File: src/rtl/cpu_run_monitor.sv
// cpu_run_monitor
//
// Run-control and state-dump block for the single-cycle CPU (sccomp).
// Once armed, the CPU runs with one instruction retiring per cycle while
// cpu_run is high. It halts when the retired count reaches cfg_stop_cnt or
// when the PC matches an enabled breakpoint. After the halt, a snapshot is
// streamed out over a valid/ready port: three header beats, the register
// file, and then data memory.
//
// Ports:
//   clk, rstn            clock (rising edge) and asynchronous active-low reset
//   arm                  start pulse, sampled in IDLE and DONE only
//   cfg_stop_cnt         halt after this many retirements
//   cfg_bp_en, cfg_bp_pc PC breakpoint enable and address
//   pc_in, instr_in      current CPU PC and instruction
//   cpu_run              CPU clock enable
//   rf_raddr, rf_rdata   debug read port into the register file
//   dm_raddr, dm_rdata   debug read port into data memory
//   dump_valid/ready     snapshot stream handshake
//   dump_data/kind/last  beat payload, kind (0 hdr, 1 reg, 2 mem), final beat
//   halt_cause           bit0 count reached, bit1 breakpoint hit
//   done                 snapshot fully transferred
module cpu_run_monitor #(
    parameter int DATA_W   = 32,
    parameter int ADDR_W   = 32,
    parameter int CNT_W    = 16,
    parameter int NREG     = 32,
    parameter int DM_WORDS = 128,
    parameter int RIDX_W   = (NREG > 1) ? $clog2(NREG) : 1,
    parameter int DIDX_W   = (DM_WORDS > 1) ? $clog2(DM_WORDS) : 1
) (
    input  logic              clk,
    input  logic              rstn,
    input  logic              arm,
    input  logic [CNT_W-1:0]  cfg_stop_cnt,
    input  logic              cfg_bp_en,
    input  logic [ADDR_W-1:0] cfg_bp_pc,
    input  logic [ADDR_W-1:0] pc_in,
    input  logic [DATA_W-1:0] instr_in,
    output logic              cpu_run,
    output logic [RIDX_W-1:0] rf_raddr,
    input  logic [DATA_W-1:0] rf_rdata,
    output logic [DIDX_W-1:0] dm_raddr,
    input  logic [DATA_W-1:0] dm_rdata,
    output logic              dump_valid,
    input  logic              dump_ready,
    output logic [DATA_W-1:0] dump_data,
    output logic [1:0]        dump_kind,
    output logic              dump_last,
    output logic [1:0]        halt_cause,
    output logic              done
);

    // The shared beat index must cover the header (0..2), the register file
    // and data memory, so it takes the widest of the three.
    localparam int IDX_W0 = (RIDX_W > DIDX_W) ? RIDX_W : DIDX_W;
    localparam int IDX_W  = (IDX_W0 > 2) ? IDX_W0 : 2;

    localparam logic [IDX_W-1:0] HDR_LAST = IDX_W'(2);
    localparam logic [IDX_W-1:0] RF_LAST  = IDX_W'(NREG - 1);
    localparam logic [IDX_W-1:0] DM_LAST  = IDX_W'(DM_WORDS - 1);

    typedef enum logic [2:0] {
        S_IDLE,
        S_RUN,
        S_HDR,
        S_RF,
        S_DM,
        S_DONE
    } state_t;

    state_t state, state_next;

    logic [CNT_W-1:0]  count_q, count_d;
    logic [IDX_W-1:0]  idx_q, idx_d;
    logic [1:0]        cause_q, cause_d;
    logic [ADDR_W-1:0] cap_pc_q, cap_pc_d;
    logic [DATA_W-1:0] cap_instr_q, cap_instr_d;
    logic [CNT_W-1:0]  cap_cnt_q, cap_cnt_d;

    logic              halt_cnt;
    logic              halt_bp;
    logic [DATA_W-1:0] pc_ext;
    logic [DATA_W-1:0] cnt_ext;

    // Halt conditions are evaluated live against the current PC, so a
    // breakpoint stops the CPU before the matching instruction retires.
    assign halt_cnt = (count_q == cfg_stop_cnt);
    assign halt_bp  = cfg_bp_en && (pc_in == cfg_bp_pc);

    // Captured PC and count are fitted to the dump word width.
    generate
        if (ADDR_W >= DATA_W) begin : g_pc_trunc
            assign pc_ext = cap_pc_q[DATA_W-1:0];
        end else begin : g_pc_zext
            assign pc_ext = {{(DATA_W - ADDR_W){1'b0}}, cap_pc_q};
        end
        if (CNT_W >= DATA_W) begin : g_cnt_trunc
            assign cnt_ext = cap_cnt_q[DATA_W-1:0];
        end else begin : g_cnt_zext
            assign cnt_ext = {{(DATA_W - CNT_W){1'b0}}, cap_cnt_q};
        end
    endgenerate

    // State and datapath registers.
    always_ff @(posedge clk or negedge rstn) begin
        if (!rstn) begin
            state       <= S_IDLE;
            count_q     <= '0;
            idx_q       <= '0;
            cause_q     <= '0;
            cap_pc_q    <= '0;
            cap_instr_q <= '0;
            cap_cnt_q   <= '0;
        end else begin
            state       <= state_next;
            count_q     <= count_d;
            idx_q       <= idx_d;
            cause_q     <= cause_d;
            cap_pc_q    <= cap_pc_d;
            cap_instr_q <= cap_instr_d;
            cap_cnt_q   <= cap_cnt_d;
        end
    end

    // Next-state and output logic. In the dump states the index only moves
    // on an accepted beat; since the CPU is frozen, holding the index keeps
    // the payload stable while the consumer stalls.
    always_comb begin
        state_next  = state;
        count_d     = count_q;
        idx_d       = idx_q;
        cause_d     = cause_q;
        cap_pc_d    = cap_pc_q;
        cap_instr_d = cap_instr_q;
        cap_cnt_d   = cap_cnt_q;

        cpu_run     = 1'b0;
        rf_raddr    = '0;
        dm_raddr    = '0;
        dump_valid  = 1'b0;
        dump_data   = '0;
        dump_kind   = 2'd0;
        dump_last   = 1'b0;
        done        = 1'b0;

        case (state)
            S_IDLE: begin
                if (arm) begin
                    state_next = S_RUN;
                    count_d    = '0;
                    cause_d    = '0;
                end
            end

            S_RUN: begin
                cpu_run = !(halt_cnt || halt_bp);
                if (cpu_run) begin
                    if (count_q != {CNT_W{1'b1}}) begin
                        count_d = count_q + 1'b1;
                    end
                end else begin
                    cap_pc_d    = pc_in;
                    cap_instr_d = instr_in;
                    cap_cnt_d   = count_q;
                    cause_d     = {halt_bp, halt_cnt};
                    idx_d       = '0;
                    state_next  = S_HDR;
                end
            end

            S_HDR: begin
                dump_valid = 1'b1;
                dump_kind  = 2'd0;
                case (idx_q)
                    IDX_W'(0): dump_data = pc_ext;
                    IDX_W'(1): dump_data = cap_instr_q;
                    default:   dump_data = cnt_ext;
                endcase
                if (dump_ready) begin
                    if (idx_q == HDR_LAST) begin
                        idx_d      = '0;
                        state_next = S_RF;
                    end else begin
                        idx_d = idx_q + 1'b1;
                    end
                end
            end

            S_RF: begin
                dump_valid = 1'b1;
                dump_kind  = 2'd1;
                rf_raddr   = idx_q[RIDX_W-1:0];
                // Register 0 is architecturally zero regardless of storage.
                dump_data  = (idx_q == '0) ? '0 : rf_rdata;
                if (dump_ready) begin
                    if (idx_q == RF_LAST) begin
                        idx_d      = '0;
                        state_next = S_DM;
                    end else begin
                        idx_d = idx_q + 1'b1;
                    end
                end
            end

            S_DM: begin
                dump_valid = 1'b1;
                dump_kind  = 2'd2;
                dm_raddr   = idx_q[DIDX_W-1:0];
                dump_data  = dm_rdata;
                dump_last  = (idx_q == DM_LAST);
                if (dump_ready) begin
                    if (idx_q == DM_LAST) begin
                        idx_d      = '0;
                        state_next = S_DONE;
                    end else begin
                        idx_d = idx_q + 1'b1;
                    end
                end
            end

            S_DONE: begin
                done = 1'b1;
                // Re-arming resumes the frozen CPU; it is not reset here.
                if (arm) begin
                    state_next = S_RUN;
                    count_d    = '0;
                    cause_d    = '0;
                end
            end

            default: begin
                state_next = S_IDLE;
            end
        endcase
    end

    assign halt_cause = cause_q;

endmodule

File: config.mk
export PLATFORM = sky130hd
export DESIGN_NAME = cpu_run_monitor
export DESIGN_NICKNAME = d
export VERILOG_FILES = /design/src/rtl/cpu_run_monitor.sv
export SDC_FILE = /design/constraint.sdc
export NUM_CORES = 1
export LEC_CHECK = 0
export ABC_AREA = 1
export CAP_MARGIN = 40
export CORE_UTILIZATION = 45
export CTS_CLUSTER_DIAMETER = 60
export DETAILED_ROUTE_END_ITERATION = 8
export PLACE_DENSITY = 0.91
export SYNTH_ARGS = -nofsm -noshare
export SYNTH_HDL_FRONTEND = slang
export SYNTH_SLANG_ARGS = --single-unit
File: constraint.sdc
create_clock -name clk -period 3.7 [get_ports clk]
set_input_delay 0.74 -clock clk [delete_from_list [all_inputs] [get_ports clk]]
set_output_delay 0.74 -clock clk [all_outputs]
set_load 0.005 [all_outputs]
==> results of run 1 <==
## how the worst max path moves through the flow
stage	end	slack (ns)	depth (start not counted)
global route	cpu_run	0.11	11
detailed placement	cpu_run	0.31	11
global placement	cpu_run	0.32	11
finish	cpu_run	0.32	11
CTS	cpu_run	0.31	11
floorplan	cpu_run	1.30	10
## cells by family (layout without fill, tap and decap cells)
logic type	count (synthesis)	in the layout
and+or+nand+nor	516	516
buffers and inverters	199	409
AOI/OAI and AO/OA	140	140
DFF	108	108
xor gates and xnor gates	27	27
adders and majority gates	5	5
## flip-flops by register name (all words and copies together), names as in the netlist
| name | flops |
|---|---|
| idx_q | 7 |
| state | 3 |
| count_q | 16 |
| cap_pc_q | 32 |
| halt_cause | 2 |
| cap_instr_q | 32 |
| cap_cnt_q | 16 |
## power breakdown
group / leakage [nW] / switching (W) / internal (W) / total, W
registers: 1.28 / 0.0000594 / 0.00122 / 0.00128
clock network: 0.145 / 0.000432 / 0.000560 / 0.000992
logic: 3.03 / 0.00111 / 0.000831 / 0.00194
total: 4.45 / 0.00160 / 0.00261 / 0.00421
## metrics by stage
step / power [W] / area (um2) / utilization [%]
after detailed placement: 0.00322 / 9460 / 62.2
after CTS: 0.00422 / 9760 / 64.2
final: 0.00421 / 9760 / 64.2
after global placement: 0.00319 / 9460 / 62.2
after floorplan: 0.00236 / 6990 / -
after global routing: 0.00444 / 9760 / 64.2
## worst max-delay path: stages
cell and delay [ns]:
clkdlybuf4s50_1 0.46, inv_1 0.05, a21boi_0 0.16, nand2_1 0.07
nor2_1 0.15, nand2_1 0.08, nor2_1 0.10, nand3_1 0.18
nand3_1 0.16, inv_1 0.05, clkdlybuf4s50_1 0.45
## Yosys cell counts (2+ instances only)
master      n  share of area [%]
nand2_1   299                 16
inv_1     146                7.8
nand3_1   115                8.2
dfrtp_1   108                 39
nor2_1     56                3.0
o21a_1     42                4.5
o21ai_0    39                2.8
clkbuf_1   23                1.2
xnor2_1    20                2.5
o22ai_1    18                1.6
nand4_1    17                1.5
o221ai_1   14                1.8
buf_4      13                1.4
o21ai_1    13               0.93
buf_2       9               0.64
xor2_1      7               0.88
nor3_1      6               0.43
ha_1        5               0.90
inv_2       5               0.27
a21oi_1     4               0.29
a31oi_1     3               0.27
nand3_2     3               0.43
nor2_2      3               0.27
nor3b_1     3               0.32
nor4_1      3               0.27
a21oi_2     2               0.25
and2_1      2               0.18
buf_6       2               0.32
nand2_4     2               0.32
or2_1       2               0.18
or2_2       2               0.18
## cells in the final DEF, fill, tap and decap left out, drive strengths merged, types with 2 or more instances in the layout
cell type / netlist / final
or2: 5 / 5
clkbuf: 24 / 12
nor4: 3 / 3
nor2: 59 / 59
o221ai: 14 / 14
ha: 5 / 5
nand4: 17 / 17
and2: 2 / 2
xor2: 7 / 7
xnor2: 20 / 20
buf: 24 / 12
nand2: 301 / 301
a31oi: 3 / 3
inv: 151 / 151
o22ai: 18 / 18
nand3: 118 / 118
o21a: 42 / 42
a21oi: 6 / 6
clkdlybuf4s50: 0 / 231
dfrtp: 108 / 108
nor3b: 4 / 4
nor3: 7 / 7
o21ai: 53 / 53
## cell type report
class                      instances  area share (%)
multi-input combinational        688            35.6
sequential                       108            27.7
clock buffer                      12            2.63
tap                              188            2.41
timing repair buffer             243            25.4
inverter                         151            5.81
clock inverter                     3           0.474
## routing by layer
layer | vias up | part of all wire (%) | GRT usage, %
met5 | - | 0 | 0
met3 | 45 | 6.6 | 5.53
met2 | 289 | 47 | 44.2
met4 | 0 | 3.1 | 9.99
met1 | 3342 | 43 | 35.4
li1 | 3599 | - | -
==> flow_summary.toml, run 1 <==
[floorplanning]
coreArea_um2 = 15200
initial_core_util_pct = 46.0
io_pins = 233
die_y_um = 127
fp.dieW_um = 127
rows = 45
dieArea_um2 = 16000

[logic_synthesis]
async_flop_share_pct = 100
synth_top_family_by_area = "simple AND/OR/NAND/NOR gates"
synth_cell_types = 40
synth_edf_count = 0
syn_inst = 995
synth_xor_area_share_pct = 3.38
synth_compound_area_share_pct = 13.4
syn_area_um2 = 6990
ys_seq_area_share_pct = 38.7
syn_area_per_cell_um2 = 7.02
synth_simple_gate_area_share_pct = 31.9
synth_nets = 1181
ys_ff_latch = 108
synthMuxAreaShare_pct = 0
synth_top_flop_cell = "dfrtp_1"
ys_warn_count = 0
synthAdderAreaFrac_pct = 0.895

[layout]
area_growth_syn_to_layout_pct = 39.7
antenna_cells = 0
nFillCells = 1287
register_area_um2 = 2700
final_cells = 1393
design.final.nets = 1387
drive_gt1_share_pct = 4.15
multi_input_area_um2 = 3480

[worst_setup_path]
reg2reg_from = "state[0]"
crit_fanout = 3
worstSetupEndpointType = "output pin"
r2r_cells = 8
arrival_ns = 2.64
critPathLaunch = "pc_in[31]"
critPathLaunchType = "input port"
r2r_slack_ns = 1.29
path_class = "input port to output pin"
regToRegEndpoint = "count_q[4]"
crit_required_ns = 2.96

[clock_tree]
clock_sinks = 108
ctsResizeCount = 0
post_cts.repair.setup_buffers = 0
cts_tree = "yes"
clock_path_buffers = 2
cts_buffers = 9
insertion_delay_ns = 0.35
cts-htree-levels = 3
cts_hold_buf = 0
path_clk_slew_ns = 0.07
cts_root_buffer = "clkbuf_16"

[sta]
fmax_ghz = 0.296
period_needed_ns = 3.38
whs_ns = 0.365
setup_violations = 0
rsz0062_at_grt = "false"
maxSlewViolCount = 0
tightest_slew_ns = 0.595
slew_headroom_pct = 60.2
fin_ws_ns = 0.318
post-route-period-util_pct = 91.4
finalHoldViolCount = 0
skew_ns = 0.00652
setup_tns_ns = 0

[worst_hold_path]
hold_class = "input port to asynchronous set/reset pin"

[global_route]
grt_pass1_wl_um = 34000
grt_max_degree = 70
grt_overflow_total = 0
grt_pass1_vias = 6898
antenna_found_initial = 0
grt_usage_pct = 27.0

[status]
status = "completed"

[power]
vdd_ir_drop_max_v = 0.000345
power.leakage_nw = 4.45
powerDensity_nw_per_um2 = 431

[placement]
placed_cells = 1378
pre_cts_ws_ns = 0.309
hpwl_um = 16200
gp_congestion = 0.906
numPortBuffers = 232

[drt]
routed_wl_um = 21200
viasPerCell = 5.22
dr.pass1.iters = 5
remaining_drc_errors = 0
vias = 7275
drtIter0Drc = 586
ant_nets = 0
wl_per_cell_um = 15.2

[flow_run]
maxCapViolCount = 0
Power figures use the tool's default switching activity.
==> inputs of run 2 (changes only) <==
- HOLD_SLACK_MARGIN: not set -> 0.05
==> results of run 2 <==
Final layout, timing and power as in run 1 (identical DEF).
==> inputs of run 3 (changes only) <==
- CAP_MARGIN: 40 -> not set
==> results of run 3 <==
Final layout, timing and power as in run 1 (identical DEF).
